[src/rtl/enc_dec_pkg.sv]
// Shared types and constants for the encoder/decoder operation sequencer.
package enc_dec_pkg;

    typedef enum logic [1:0] {
        MODE_ENCODE  = 2'd0,
        MODE_DECODE  = 2'd1,
        MODE_FULL    = 2'd2,
        MODE_ILLEGAL = 2'd3
    } mode_e;

    typedef enum logic [1:0] {
        ST_IDLE = 2'd0,
        ST_ENC  = 2'd1,
        ST_DEC  = 2'd2,
        ST_DONE = 2'd3
    } state_e;

    localparam logic [31:0] CTRL_ADDR_DEF = 32'h0000_0000;

    function automatic int max_lat(input int a, input int b);
        return (a > b) ? a : b;
    endfunction

endpackage

[src/rtl/enc_dec_lat_cnt.sv]
// Loadable stage-latency down-counter; tc flags the last cycle of a stage (count == 1).
module enc_dec_lat_cnt #(
    parameter int W = 2
) (
    input  logic         clk,
    input  logic         rst,
    input  logic         load,
    input  logic [W-1:0] load_val,
    input  logic         dec,
    output logic         tc
);

    logic [W-1:0] cnt_q, cnt_d;

    always_comb begin
        cnt_d = cnt_q;
        if (load) begin
            cnt_d = load_val;
        end else if (dec && (cnt_q != '0)) begin
            cnt_d = cnt_q - 1'b1;
        end
    end

    always_ff @(posedge clk or negedge rst) begin
        if (!rst) begin
            cnt_q <= '0;
        end else begin
            cnt_q <= cnt_d;
        end
    end

    assign tc = (cnt_q == W'(1));

endmodule

[src/rtl/enc_dec_seq.sv]
// Encoder/decoder operation sequencer: CTRL write -> ENC/DEC stages -> done pulse.
// Optional completion interrupt (irq/irq_clr) when ENC_DEC_SEQ_IRQ_EN is defined.
//
//   state | meaning
//   IDLE  | waiting for a CTRL write
//   ENC   | encoder enabled for ENC_LAT cycles
//   DEC   | decoder enabled for DEC_LAT cycles
//   DONE  | one-cycle completion pulse
module enc_dec_seq
    import enc_dec_pkg::*;
#(
    parameter int                         AMBA_ADDR_WIDTH = 32,
    parameter int                         AMBA_WORD       = 32,
    parameter logic [AMBA_ADDR_WIDTH-1:0] CTRL_ADDR       = AMBA_ADDR_WIDTH'(CTRL_ADDR_DEF),
    parameter int                         ENC_LAT         = 1,
    parameter int                         DEC_LAT         = 1
) (
    input  logic                       clk,
    input  logic                       rst,
    input  logic [AMBA_ADDR_WIDTH-1:0] paddr,
    input  logic                       regs_wr_en,
    input  logic [AMBA_WORD-1:0]       ctrl_reg,
    output logic                       enc_ena,
    output logic                       dec_ena,
    output logic                       dec_in_sel,
    output logic                       data_out_sel,
    output logic                       operation_done,
    output logic                       busy,
    output logic                       err_mode,
    output logic                       overrun
`ifdef ENC_DEC_SEQ_IRQ_EN
    ,
    output logic                       irq,
    input  logic                       irq_clr
`endif
);

    localparam int CNT_W = $clog2(max_lat(ENC_LAT, DEC_LAT)) + 1;
    localparam logic [CNT_W-1:0] ENC_LD = CNT_W'(ENC_LAT);
    localparam logic [CNT_W-1:0] DEC_LD = CNT_W'(DEC_LAT);

    localparam logic [1:0] S_IDLE = ST_IDLE;
    localparam logic [1:0] S_ENC  = ST_ENC;
    localparam logic [1:0] S_DEC  = ST_DEC;
    localparam logic [1:0] S_DONE = ST_DONE;

    logic [1:0]       state_q, state_d;
    mode_e            mode_q, mode_d;
    logic             err_mode_q, err_mode_d;
    logic             overrun_q, overrun_d;
    logic             start;
    logic             cnt_load;
    logic             cnt_dec;
    logic [CNT_W-1:0] cnt_ld_val;
    logic             cnt_tc;
    logic             unused_ctrl;

    assign start       = regs_wr_en && (paddr == CTRL_ADDR);
    assign unused_ctrl = ^ctrl_reg[AMBA_WORD-1:2];

    always_comb begin
        state_d    = state_q;
        mode_d     = mode_q;
        err_mode_d = err_mode_q;
        overrun_d  = overrun_q;
        cnt_load   = 1'b0;
        cnt_dec    = 1'b0;
        cnt_ld_val = ENC_LD;
        case (state_q)
            S_IDLE: begin
                if (start) begin
                    if (ctrl_reg[1:0] == MODE_ILLEGAL) begin
                        err_mode_d = 1'b1;
                    end else begin
                        mode_d     = mode_e'(ctrl_reg[1:0]);
                        err_mode_d = 1'b0;
                        overrun_d  = 1'b0;
                        cnt_load   = 1'b1;
                        if (ctrl_reg[1:0] == MODE_DECODE) begin
                            state_d    = S_DEC;
                            cnt_ld_val = DEC_LD;
                        end else begin
                            state_d = S_ENC;
                        end
                    end
                end
            end
            S_ENC: begin
                if (cnt_tc) begin
                    if (mode_q == MODE_FULL) begin
                        state_d    = S_DEC;
                        cnt_load   = 1'b1;
                        cnt_ld_val = DEC_LD;
                    end else begin
                        state_d = S_DONE;
                    end
                end else begin
                    cnt_dec = 1'b1;
                end
            end
            S_DEC: begin
                if (cnt_tc) begin
                    state_d = S_DONE;
                end else begin
                    cnt_dec = 1'b1;
                end
            end
            S_DONE: begin
                state_d = S_IDLE;
            end
            default: begin
                state_d = S_IDLE;
            end
        endcase
        // Any start outside IDLE (DONE included) is dropped and flagged.
        if (start && (state_q != S_IDLE)) begin
            overrun_d = 1'b1;
        end
    end

    always_ff @(posedge clk or negedge rst) begin
        if (!rst) begin
            state_q    <= S_IDLE;
            mode_q     <= MODE_ENCODE;
            err_mode_q <= 1'b0;
            overrun_q  <= 1'b0;
        end else begin
            state_q    <= state_d;
            mode_q     <= mode_d;
            err_mode_q <= err_mode_d;
            overrun_q  <= overrun_d;
        end
    end

    enc_dec_lat_cnt #(
        .W(CNT_W)
    ) u_lat_cnt (
        .clk     (clk),
        .rst     (rst),
        .load    (cnt_load),
        .load_val(cnt_ld_val),
        .dec     (cnt_dec),
        .tc      (cnt_tc)
    );

    assign enc_ena        = (state_q == S_ENC);
    assign dec_ena        = (state_q == S_DEC);
    assign dec_in_sel     = (state_q == S_DEC) && (mode_q == MODE_FULL);
    // Mode stays latched after DONE so the output mux keeps pointing at the last result.
    assign data_out_sel   = (mode_q == MODE_DECODE) || (mode_q == MODE_FULL);
    assign operation_done = (state_q == S_DONE);
    assign busy           = (state_q != S_IDLE);
    assign err_mode       = err_mode_q;
    assign overrun        = overrun_q;

`ifdef ENC_DEC_SEQ_IRQ_EN
    logic irq_q, irq_d;

    always_comb begin
        irq_d = irq_q;
        if (operation_done) begin
            irq_d = 1'b1;
        end else if (irq_clr) begin
            irq_d = 1'b0;
        end
    end

    always_ff @(posedge clk or negedge rst) begin
        if (!rst) begin
            irq_q <= 1'b0;
        end else begin
            irq_q <= irq_d;
        end
    end

    assign irq = irq_q;
`endif

endmodule

[config.mk]
export PLATFORM = sky130hd
export DESIGN_NAME = enc_dec_seq
export DESIGN_NICKNAME = d
export VERILOG_FILES = /design/src/rtl/enc_dec_pkg.sv /design/src/rtl/enc_dec_lat_cnt.sv /design/src/rtl/enc_dec_seq.sv
export SDC_FILE = /design/constraint.sdc
export NUM_CORES = 1
export LEC_CHECK = 0
export ABC_AREA = 1
export ABC_CLOCK_PERIOD_IN_PS = 1380
export BUFFER_PORTS_ARGS = -buffer_cell sky130_fd_sc_hd__buf_4
export CORE_MARGIN = 2
export CORE_UTILIZATION = 31
export DETAILED_ROUTE_END_ITERATION = 7
export PLACE_DENSITY = 0.81
export SYNTH_ARGS = -nofsm -noshare
export SYNTH_HDL_FRONTEND = slang
export SYNTH_HIERARCHICAL = 1
export SYNTH_SLANG_ARGS = --single-unit
[constraint.sdc]
create_clock -name clk -period 1.38 [get_ports clk]
set_clock_uncertainty 0.1 [all_clocks]
set_input_delay 0.276 -clock clk [delete_from_list [all_inputs] [get_ports clk]]
set_output_delay 0.276 -clock clk [all_outputs]
set_load 0.005 [all_outputs]
# Word-level counts from Yosys, hierarchy flattened
# Cells that the tools add are included.
# Widths: inputs -> output; s select.
[classes]
add_sub_neg = 1
eq_ne = 12
mux = 21
bitwise_logic = 1
n_reduce_logical = 16
[ops]
columns = ["op", "count"]
rows = [
  ["$logic_not 32->1", 1],
  ["$mux 1", 14],
  ["$mux 2", 5],
  ["$eq 2x2->1 const B", 4],
  ["$pmux 2 s4", 1],
  ["$reduce_bool 2->1", 4],
  ["$eq 2x1->1 const B", 3],
  ["$ne 2x1->1 const B", 3],
  ["$reduce_and 3->1", 2],
  ["$logic_and 1x1->1", 4],
  ["$ne 2x2->1 const B", 2],
  ["$reduce_and 4->1", 1],
  ["$logic_not 2->1", 1],
  ["$pmux 1 s2", 1],
  ["$reduce_and 2->1", 1],
  ["$reduce_or 2->1", 1],
  ["$logic_or 1x1->1", 1],
  ["$not 1->1", 1],
  ["$sub 1x1->1 const B", 1],
]
[word_totals]
ff_bits = 7
inputBits = 67
output_inout_bits = 8
wordCells = 56

# Logic depth before layout (Yosys ltp)
# Gate-level depths: netlist of the first run.
[depth]
ltp_word = 6
mapped_depth = 10
mapped_depth_nobuf = 10

# By module
# The synthesis of the first run kept the hierarchy.
[modules_own_cells]
columns = ["mod", "n_inst", "cells_per_inst", "area_each_um2", "seq_area_each_um2"]
rows = [
  ["enc_dec_seq", 1, 110, 650.6, 150.1],
  ["enc_dec_lat_cnt", 1, 6, 45.0, 25.0],
]

# Worst setup path before layout of the first run
# OpenSTA, ideal clock, no wires.
[synth_path]
path_type = "reg-to-reg"
startpoint = "reg state_q[0]"
endpoint = "reg state_q[0]"
setup_ns = 0.117
arrival_ns = 1.236
t_required_ns = 1.163
path_slack_ns = -0.072
stages_incl_launch_ff = 8
n_path_buf = 0
synth_period_minus_slack_ns = 1.452
path_cell_list = "dfrtp_1 > inv_1 > ha_1 > or2_2 > o211ai_1 > o21ai_0 > nand3_1 > nand2_1"
[synth_between]
elab_chain_len = 3
[synth_rtl]
columns = ["item", "line", "text"]
rows = [
  ["from (decl)", "enc_dec_seq.sv:47", "logic [1:0] state_q, state_d;"],
  ["from (signal assigned)", "enc_dec_seq.sv:128", "state_q <= state_d;"],
  ["$eq 2x2->1 *", "n/a", ""],
  ["net dec_ena", "enc_dec_seq.sv:24", "output logic dec_ena,"],
  ["$ne 2x1->1 (no line)", "n/a", ""],
  ["$reduce_and 4->1 (no line)", "n/a", ""],
]
# The timed path passes the listed nets; every way through them passes the cells marked *.
# A chain may end at the register's enable or synchronous reset.

# Worst setup path in the final report of the first run
[layout_path]
startpoint = "reg state_q[0]"
endpoint = "out dec_in_sel"
[layout_between]
elab_chain_len = 2
[layout_rtl]
columns = ["item", "line", "text"]
rows = [
  ["$eq 2x2->1", "enc_dec_seq.sv:148", "assign dec_in_sel = (state_q == S_DEC) && (mode_q == MODE_FULL);"],
  ["$logic_and 1x1->1", "enc_dec_seq.sv:148", ""],
  ["to (decl)", "enc_dec_seq.sv:25", "output logic dec_in_sel,"],
]
# No other way between the ends.

==> metrics.md, run 1 <==
| Metric | Value |
|---|---|
| Core Area | `approximately 0.0022 mm²` |
| Internal power | `between 400 and 500 µW` |
| DRT iter0 DRCs | `12` |
| H-tree levels | `1` |
| Sequential share of power | `about two fifths` |
| Avg Cell Area, Syn | `6.00 µm²` |
| WS Path Type | `register to primary output` |
| Mapped Cells | `116` |
| Bufs and invs on worst path | `4` |
| Setup violations, final | `9` |
| Crit-path slowest cell | `dfrtp_1` |
| Final Hold Viols | `0` |
| Die W | `roughly 51 µm` |
| Startpoint types | `register` |
| Lkg Pwr | `0.000652 µW` |
| Nets | `between 200 and 250` |
| Chip Height | `51.4 µm` |
| Critical-path cell list | `inv_2, ha_4, buf_6, nand2_4, inv_2, buf_6` |
| Mapped cell area | `696 µm²` |
| Proportion of synthesized chip area in sequential cells | `25.2%` |
| Sw Share | `between 20% and 30%` |
| ANT nets after route | `0` |
| Unique masters post-synth | `20` |
| Die area | `0.00264 mm²` |
| Synth warn | `6` |
| Maximum fanout along the worst path | `3` |
| Area contributors post-synth | `dfrtp_1 25%, nor2_1 21%, nand2_1 13%, ha_1 9.0%, inv_1 7.6%` |
| Antenna violations before repair | `0` |
| Arrival time at the worst endpoint | `1190 ps` |
| Residual DRC | `0` |
| Via count | `about 910` |
| Required @ worst endpoint | `1000 ps` |
| Vias in the first global route | `between 800 and 900` |
| Post-DP HPWL | `about 1.7 mm` |
| Unrepaired setup endpoints after global routing | `yes` |
| #FFs+latches synth | `7` |
| Total gr overflow | `0` |
| Yosys top cell area share | `25.2%` |
| Most frequent cells in the layout | `47 x buf_4, 38 x nor2_1, 23 x nand2_1` |
| Root Driver | `clkbuf_4` |
| PnR worst setup slack | `-190 ps` |
| Global-route wire length before repair | `~3.3 mm` |
| Vias per cell | `between 4 and 5` |
| Pwr Total | `slightly below 600 µW` |
| Gp weighted congestion | `0.761` |
| Status | `finished with violations` |
| Largest net degree at the start of global routing | `8` |
| Cell Area, Placed | `0.00112 mm²` |
| NetSw | `171 µW` |
| Share of layout cells above drive strength 1 | `around 47%` |
| CP Capture Type | `primary output` |
| Clock transition at the registers of the reported paths | `approximately 60 ps` |
| Fmax | `between 600 and 700 MHz` |
| Site Rows | `17` |
| Comb pwr share | `approximately a quarter` |
| Pre-Repair DR Iteration Count | `4` |
| Final WL | `2.16 mm` |
| Hold Path Class | `input port to register` |
| Cts bufs inserted | `3` |
| GRT Util Overall | `~17%` |
| MaxCap Viol Count | `0` |
| Ant diodes | `0` |
| Area Overhead vs Synth | `83.3%` |
| Tcrit/Tclk final | `114%` |
| Power Dens Cells | `around 470 mW/mm²` |
| Tmin final | `1570 ps` |
| Worst skew pair latency | `between 200 and 300 ps` |
| Slew Viols, Final | `0` |
| TritonCTS Sinks | `7` |
| Buffers added on ports | `44` |
| Clock buffer depth | `2` |
| Final Cell Area | `0.00127 mm²` |
| Most common cell after layout, fill and taps aside | `buf_4` |
| Clk network pwr share | `33.3%` |
| Initial Util | `about a third` |
| Io pins | `between 70 and 80` |
| Max incr delay on CP | `just under 400 ps` |
| Routed len/inst | `between 10 and 15 µm` |
| Failing checks | `setup timing` |
| Crit-path leading delay family | `flip-flops` |
| Syn_nets | `188` |
| Peak VDD IR | `0.301 mV` |
| CTS tree | `built` |
| Post-synth top area cell | `dfrtp_1` |
Yosys cell counts (all sizes together):
master  number
conb         1
inv         14
o211ai       1
or2          2
a21oi        1
dfrtp        7
ha           5
nand2       30
nand4        2
and2         1
nand3        5
nor2        42
nor3         1
o21ai        4
registers in the layout, indices dropped and copies added, names as in the netlist:
name	flops
state_q	2
err_mode	1
u_lat_cnt/tc	1
overrun	1
mode_q	2
logic make-up (layout without fill, tap and decap cells):
| group | after synthesis | count (layout) | share of synthesized area [%] |
|---|---|---|---|
| compound gates | 6 | 6 | 4.67 |
| buf+inv | 14 | 74 | 7.55 |
| simple gates | 83 | 83 | 53.1 |
| fa+ha+maj | 5 | 5 | 8.99 |
| flops | 7 | 7 | 25.2 |
| other cells | 1 | 1 | 0.539 |
stage by stage:
| step | hold WS, ps | worst slack, ps | instances | util, % | TNS (ps) |
|---|---|---|---|---|---|
| floorplan | -120 | 5.01 | 116 | - | 0 |
| global placement | -5.12 | -112 | 195 | 51.7 | -443 |
| detailed placement | -4.91 | -133 | 195 | 51.7 | -589 |
| CTS | 178 | -201 | 201 | 55.8 | -1150 |
| global route | 208 | -242 | 204 | 58.8 | -1650 |
| finish | 176 | -190 | 204 | 58.8 | -1130 |
worst reg2reg max path, stage by stage (launching register included):
cell	delay, ps
dfrtp_1	390
inv_2	90
ha_4	170
buf_4	130
or2_4	240
o211ai_1	90
o21ai_1	100
nand3_1	80
nand2_1	60
final timing paths:
check	slack [ps]	endpoint	from	cells past startpoint
worst max-delay path	-190	dec_in_sel	state_q[0]	6
worst min-delay path	180	mode_q[1]	ctrl_reg[1]	3
worst max register to register	-180	state_q[0]	state_q[0]	8
worst min register to register	410	overrun	overrun	2
max in group asynchronous	790	state_q[1]	rst	2
min in group asynchronous	250	err_mode	rst	2
per-layer routing:
layer  vias to the layer above  global-route usage, %  part of all wire, %
li1                        473                      -                    -
met1                       404                   15.4                   38
met2                        28                   33.5                   54
met3                         7                   3.80                  3.9
met4                         0                   13.2                  3.7
met5                         -                      0                    0
power groups by stage:
stage	logic (µW)	clock network, µW	registers (µW)
2_1_floorplan	47.2	0	236
3_3_place_gp	139	0	239
3_5_place_dp	146	0	241
4_1_cts	157	203	238
5_1_grt	177	216	239
6_report	157	198	238
repair_timing:
action,in CTS,in global routing
setup endpoints to repair,11,9
resized for setup,14,12
hold endpoints to repair,7,0
buffers inserted,1,3
pin swaps,3,5
hold buffers,1,0
cell type report:
| type | count | area (µm²) |
|---|---|---|
| Inverter | 14 | 55.1 |
| Clock buffer | 4 | 26.3 |
| Tap cell | 28 | 35.0 |
| Fill cell | 196 | 895 |
| Sequential cell | 7 | 176 |
| Multi-Input combinational cell | 95 | 529 |
| Timing Repair Buffer | 56 | 453 |
Note: power is estimated with default switching activity, not from simulation.
==> run 2, diff against run 1 <==
--- a/config.mk
+++ b/config.mk
@@ -7,11 +7,11 @@
 export LEC_CHECK = 0
 export ABC_AREA = 1
 export ABC_CLOCK_PERIOD_IN_PS = 1380
-export BUFFER_PORTS_ARGS = -buffer_cell sky130_fd_sc_hd__buf_4
+export BUFFER_PORTS_ARGS = -buffer_cell sky130_fd_sc_hd__buf_2
 export CORE_MARGIN = 2
-export CORE_UTILIZATION = 31
+export CORE_UTILIZATION = 30
 export DETAILED_ROUTE_END_ITERATION = 7
-export PLACE_DENSITY = 0.81
+export PLACE_DENSITY = 0.79
 export SYNTH_ARGS = -nofsm -noshare
 export SYNTH_HDL_FRONTEND = slang
 export SYNTH_HIERARCHICAL = 1
==> run 2 against run 1 <==
The run still ends with setup timing left. Non-clock buffer count is 2 lower. First-iteration DRC count rose to 2.7 times the previous value. Cell count fell by 0.98%. Routed wire length shrank 18%. Register-to-register slack improved by 80 ps. Sequential power about the same. Sequential share of layout area is 1.5 points higher. Final area down 9.7%. Power down 6.4%. Via count is 4.4% lower. Setup slack better by 40 ps.
==> metrics.md, run 2 (synthesis results as in run 1) <==
| Metric | Value |
|---|---|
| Status | `finished with violations` |
| Failing checks | `setup timing` |
| Startpoint types | `register` |
| Internal power | `395 µW (-6.4%)` |
| CP Capture Type | `primary output` |
| Global-route wire length before repair | `3.07 mm (-8.2%)` |
| Gp weighted congestion | `0.781 (+2.7%)` |
| TritonCTS Sinks | `7 (unchanged)` |
| Post-DP HPWL | `1.41 mm (-15%)` |
| Slew Viols, Final | `0 (unchanged)` |
| Share of layout cells above drive strength 1 | `47.1% (about the same)` |
| Clock buffer depth | `2 (unchanged)` |
| CTS tree | `built` |
| WS Path Type | `register to primary output` |
| Hold Path Class | `input port to register` |
| Sequential share of power | `42.8% (+2.7 points)` |
| Final Hold Viols | `0 (unchanged)` |
| DRT iter0 DRCs | `32 (+20)` |
| Die W | `52.2 µm (+1.5%)` |
| Die area | `0.00272 mm² (+3.1%)` |
| Setup violations, final | `8 (-1)` |
| Comb pwr share | `22.7% (-3.8 points)` |
| Arrival time at the worst endpoint | `1150 ps (-40 ps)` |
| Clk network pwr share | `34.5% (+1.2 points)` |
| Antenna violations before repair | `0 (unchanged)` |
| NetSw | `161 µW (-6.3%)` |
| Buffers added on ports | `44 (unchanged)` |
| Fill cells | `217 (+11%)` |
| Power Dens Cells | `483 mW/mm² (+3.7%)` |
| ANT nets after route | `0 (unchanged)` |
| PnR worst setup slack | `-150 ps (+40.3 ps)` |
| Top sig layer | `met4` |
| Largest regs | `mode_q (2), state_q (2)` |
| Tcrit/Tclk final | `111% (-2.9 points)` |
| Vias in the first global route | `790 (-8.7%)` |
| Vias per cell | `4.32 (-3.4%)` |
| Peak VDD IR | `0.352 mV (+17%)` |
| Most common cell after layout, fill and taps aside | `buf_2` |
| Residual DRC | `0 (unchanged)` |
| Clock transition at the registers of the reported paths | `60 ps (about the same)` |
| Initial Util | `31.4% (-0.62 points)` |
| Worst skew pair latency | `260 ps (about the same)` |
| Cell Area, Placed | `0.00101 mm² (-9.8%)` |
| Pwr Total | `555 µW (-6.4%)` |
| MaxCap Viol Count | `0 (unchanged)` |
| Fmax | `654 MHz (+2.6%)` |
| Io pins | `75 (unchanged)` |
| Total gr overflow | `0 (unchanged)` |
| GRT Util Overall | `14.9% (-2.5 points)` |
| Via count | `872 (-4.4%)` |
| Final WL | `1.77 mm (-18%)` |
| Chip Height | `52.2 µm (+1.5%)` |
| Nets | `247 (-0.80%)` |
| Required @ worst endpoint | `1000 ps (about the same)` |
| Pre-Repair DR Iteration Count | `6 (+2)` |
| WL met2 | `897 µm (-23%)` |
| Root Driver | `clkbuf_4` |
| Site Rows | `17 (unchanged)` |
| Detail Route met3 WL | `76 µm (-9.5%)` |
| Ant diodes | `0 (unchanged)` |
| Sw Share | `28.9% (about the same)` |
| M1 WL | `776 µm (-6.2%)` |
| Maximum fanout along the worst path | `6 (+3)` |
| Core Area | `0.00221 mm² (+2.0%)` |
| H-tree levels | `1 (unchanged)` |
| Tmin final | `1530 ps (-40.3 ps)` |
| Hold Slack | `220 ps (+44.0 ps)` |
| Cts bufs inserted | `3 (unchanged)` |
| Final Cell Area | `0.00115 mm² (-9.7%)` |
| Most frequent cells in the layout | `41 x buf_2, 38 x nor2_1, 21 x nand2_1` |
| Routed len/inst | `8.78 µm (-17%)` |
| Largest net degree at the start of global routing | `8 (unchanged)` |
| Setup WS pre-CTS | `-131 ps (+1.96 ps)` |
| Area Overhead vs Synth | `65.5%` |
| Unrepaired setup endpoints after global routing | `yes` |
| Lkg Pwr | `0.000592 µW (-9.2%)` |
run 2: cell types whose count changed in the layout (fill, tap and decap cells not counted), moves of 2 or more:
| cell | before | now |
|---|---|---|
| nand2_2 | 5 | 7 |
| buf_6 | 8 | 6 |
| buf_2 | 0 | 41 |
| buf_4 | 47 | 6 |
| nand2_1 | 23 | 21 |
run 2: stage by stage:
| stage | util [%] | setup TNS (ps) | cells |
|---|---|---|---|
| finish | 52.0 | -757 | 202 |
| global route | 52.0 | -1240 | 202 |
| CTS | 48.8 | -813 | 201 |
| detailed placement | 45.7 | -403 | 195 |
| global placement | 45.7 | -310 | 195 |
| floorplan | - | 0 | 116 |
run 2: area by class of cell:
| type | instances | area (µm²) | share of cell area (%) |
|---|---|---|---|
| inverter | 14 | 52.6 | 4.57 |
| multi-input combinational | 95 | 533 | 46.3 |
| sequential | 7 | 176 | 15.3 |
| timing repair buffer | 54 | 328 | 28.5 |
| clock buffer | 4 | 26.3 | 2.28 |
| tap | 28 | 35.0 | 3.04 |
run 2: timing repair:
action                                  4_1_cts  5_1_grt
buffers inserted                              1        1
hold buffers                                  1        0
hold endpoints to repair                      7        0
pin swaps                                     3        5
gates cloned                                  0        0
resized for setup                            10       13
endpoints found under the setup margin        7       10
run 2: final timing paths:
kind	from	endpoint	slack, ps	depth (start not counted)
hold reg to reg	err_mode	err_mode	400	2
min in group asynchronous	rst	err_mode	280	2
max in group asynchronous	rst	state_q[1]	710	2
hold / removal	ctrl_reg[1]	mode_q[1]	220	3
setup / recovery	state_q[1]	busy	-150	4
setup reg to reg	state_q[1]	state_q[0]	-100	7
run 2: worst max-delay path, cell delays in order (launching register included):
cell     delay, ps
dfrtp_2        440
inv_2           70
ha_2           200
inv_2           70
buf_2          130
run 2: routing by layer:
layer,global-route usage [%],vias up
li1,-,469
met1,19.5,368
met2,24.7,29
met3,3.45,6
met4,3.85,0
met5,0,-
run 2: power by group through the flow:
stage / Clock, µW / Sequential (µW) / Combinational, µW
after floorplan: 0 / 236 / 47.2
after global placement: 0 / 239 / 113
after detailed placement: 0 / 239 / 115
after CTS: 197 / 235 / 120
after global routing: 211 / 239 / 148
final: 192 / 238 / 126
==> run 3, diff against run 2 <==
--- a/config.mk
+++ b/config.mk
@@ -6,12 +6,12 @@
 export NUM_CORES = 1
 export LEC_CHECK = 0
 export ABC_AREA = 1
-export ABC_CLOCK_PERIOD_IN_PS = 1380
+export ABC_CLOCK_PERIOD_IN_PS = 1750
 export BUFFER_PORTS_ARGS = -buffer_cell sky130_fd_sc_hd__buf_2
 export CORE_MARGIN = 2
 export CORE_UTILIZATION = 30
 export DETAILED_ROUTE_END_ITERATION = 7
-export PLACE_DENSITY = 0.79
+export PLACE_DENSITY = 0.76
 export SYNTH_ARGS = -nofsm -noshare
 export SYNTH_HDL_FRONTEND = slang
 export SYNTH_HIERARCHICAL = 1
==> constraint.sdc (replaced) <==
create_clock -name clk -period 1.75 [get_ports clk]
set_clock_uncertainty 0.1 [all_clocks]
set_input_delay 0.35 -clock clk [delete_from_list [all_inputs] [get_ports clk]]
set_output_delay 0.35 -clock clk [all_outputs]
set_load 0.005 [all_outputs]
==> run 3 against run 2 <==
The flow now finishes without violations. Worst hold slack improved by 100 ps. Power fell by 23%. Sequential cell count did not move. Combinational power fell by 27%. Final area fell by 13%. Largest cell class unchanged. Highest routed layer unchanged.
==> metrics.md, run 3 (synthesis results as in run 1) <==
| Metric | Value |
|---|---|
| Status | `complete, no violations` |
| Worst skew pair latency | `250 ps (about the same)` |
| Critical Path Start | `state_q[0]` |
| Comb pwr share | `21.5% (-1.2 points)` |
| Maximum fanout along the worst path | `4 (-2)` |
| Multi-input logic area | `468 µm² (-12%)` |
| Storage element area | `175 µm² (-0.71%)` |
| Bufs and invs on worst path | `3 (unchanged)` |
| WL met2 | `766 µm (-15%)` |
| Peak VDD IR | `0.235 mV (-33%)` |
| Gp weighted congestion | `0.794 (+1.7%)` |
| Lkg Pwr | `0.000555 µW (-6.2%)` |
| Cts bufs inserted | `3 (unchanged)` |
| Startpoint types | `register` |
| Finished Layout Cells | `195 (-3.5%)` |
| Largest net degree at the start of global routing | `8 (unchanged)` |
| Crit-path slowest cell | `dfrtp_1` |
| Antenna violations before repair | `0 (unchanged)` |
| Critical-path cell list | `inv_1, ha_1, nand2_1, inv_1, buf_2` |
| Area Overhead vs Synth | `44.2%` |
| Most common cell after layout, fill and taps aside | `buf_2` |
| Fill cells | `248 (+14%)` |
| Unrepaired setup endpoints after global routing | `no` |
| Residual DRC | `0 (unchanged)` |
| DRT iter0 DRCs | `8 (-75%)` |
| CP Capture Type | `primary output` |
| Clock transition at the registers of the reported paths | `60 ps (about the same)` |
| Vias per cell | `4.19 (-2.9%)` |
| Initial Util | `31.4% (unchanged)` |
| Tcrit/Tclk final | `a little over nine tenths` |
| Slew Viols, Final | `0 (unchanged)` |
| Site Rows | `17 (unchanged)` |
| Pre-Repair DR Iteration Count | `2 (-4)` |
| Largest regs | `mode_q (2), state_q (2)` |
| Internal power | `306 µW (-22%)` |
| Sw Share | `28.1% (-0.88 points)` |
| Global-route wire length before repair | `2.76 mm (-10%)` |
| Final Hold Viols | `0 (unchanged)` |
| Vias in the first global route | `757 (-4.2%)` |
| Setup violations, final | `0 (-8)` |
| Clock buffer depth | `2 (unchanged)` |
| Clk network pwr share | `35.0% (+0.5 points)` |
| Core Area | `0.00221 mm² (unchanged)` |
| TritonCTS Sinks | `7 (unchanged)` |
| Hold_sp | `ctrl_reg[1]` |
| Crit-path leading delay family | `flip-flops` |
| Io pins | `75 (unchanged)` |
| Hold Path Class | `input port to register` |
| Chip Height | `52.2 µm (unchanged)` |
| Top sig layer | `met4` |
| GRT Util Overall | `13.2% (-1.7 points)` |
| H-tree levels | `1 (unchanged)` |
| Tmin final | `~1600 ps` |
| Die area | `0.00272 mm² (unchanged)` |
| Ant diodes | `0 (unchanged)` |
| CTS tree | `built` |
| Fmax | `just over 600 MHz` |
| Post-DP HPWL | `1.41 mm (about the same)` |
| Detail Route met3 WL | `66 µm (-13%)` |
| Arrival time at the worst endpoint | `1190 ps (+40 ps)` |
| M1 WL | `712 µm (-8.2%)` |
| Required @ worst endpoint | `1300 ps (+300 ps)` |
| MaxCap Viol Count | `0 (unchanged)` |
| Setup TNS | `0 ps (+757 ps)` |
| Routed len/inst | `8.01 µm (-8.8%)` |
| Total gr overflow | `0 (unchanged)` |
| Crit-path most repeated cell | `inv_1` |
| Worst reg2reg startpoint | `state_q[0]` |
| Via count | `817 (-6.3%)` |
| Final WL | `1.56 mm (-12%)` |
| Die W | `52.2 µm (unchanged)` |
| WS Path Type | `register to primary output` |
| Nets | `240 (-2.8%)` |
| Root Driver | `clkbuf_4` |
| Share of layout cells above drive strength 1 | `37.1% (-10 points)` |
| Sequential share of power | `43.5% (+0.7 points)` |
| ANT nets after route | `0 (unchanged)` |
| Power Dens Cells | `424 mW/mm² (-12%)` |
| Buffers added on ports | `44 (unchanged)` |
| NetSw | `119 µW (-26%)` |
| Placed cells | `189 (-3.1%)` |
| Most frequent cells in the layout | `44 x buf_2, 38 x nor2_1, 25 x nand2_1` |
| Max incr delay on CP | `410 ps (-30 ps)` |
==> run 3: changes by cell type in the layout (fill, tap and decap cells not counted), sizes merged <==
| cell | previous run | this run |
|---|---|---|
| clkinv | 0 | 1 |
| clkbuf | 4 | 3 |
| buf | 53 | 46 |
==> run 3: cell type report <==
type | count | share of cell area, %
multi-input combinational | 95 | 46.6
timing repair buffer | 47 | 24.4
sequential | 7 | 17.5
inverter | 14 | 5.24
tap | 28 | 3.49
clock buffer | 3 | 2.24
clock inverter | 1 | 0.499
==> run 3: power groups by stage <==
stage | Clock, µW | Sequential, µW | Combinational, µW
2_1_floorplan | 0 | 186 | 37.1
5_1_grt | 166 | 187 | 105
4_1_cts | 154 | 185 | 92.7
3_3_place_gp | 0 | 188 | 89.1
6_report | 149 | 185 | 91.5
3_5_place_dp | 0 | 188 | 90.9
==> run 3: path summary, 6_finish.rpt <==
kind,end,slack [ps],depth (start not counted)
worst max-delay path,dec_in_sel,110,5
worst min-delay path,mode_q[1],320,3
worst max register to register,state_q[0],190,7
worst min register to register,overrun,400,2
max in group asynchronous,state_q[1],1030,2
min in group asynchronous,mode_q[0],360,2
==> run 3: worst register-to-register path, stage by stage (launching register included) <==
cell and delay (ps):
dfrtp_1 410, inv_1 80, ha_1 240, or2_2 290, o211ai_1 80, o21ai_0 100
nand3_1 100, nand2_1 50
==> run 3: through the flow <==
step | util, % | power, µW | instance area, µm² | setup slack (ps) | hold slack [ps]
3_3_place_gp | 43.3 | 277 | 958 | 184 | 94.6
3_5_place_dp | 43.3 | 279 | 958 | 176 | 98.3
2_1_floorplan | - | 223 | 696 | 298 | -45.6
6_report | 45.4 | 425 | 1000 | 108 | 319
5_1_grt | 45.4 | 458 | 1000 | 21.8 | 352
4_1_cts | 45.0 | 432 | 996 | 8.54 | 312
==> run 3: timing repair <==
| item | in CTS | in global routing |
|---|---|---|
| hold buffers | 1 | 0 |
| endpoints found under the setup margin | 0 | 1 |
| buffers inserted | 0 | 1 |
| gates resized for setup | 0 | 1 |
| hold endpoints to repair | 7 | 0 |
==> run 3: routing by layer <==
layer  vias to the layer above  GRT usage (%)
met1                       342           14.9
li1                        456              -
met3                         2           1.15
met4                         0           5.56
met5                         -              0
met2                        17           24.9
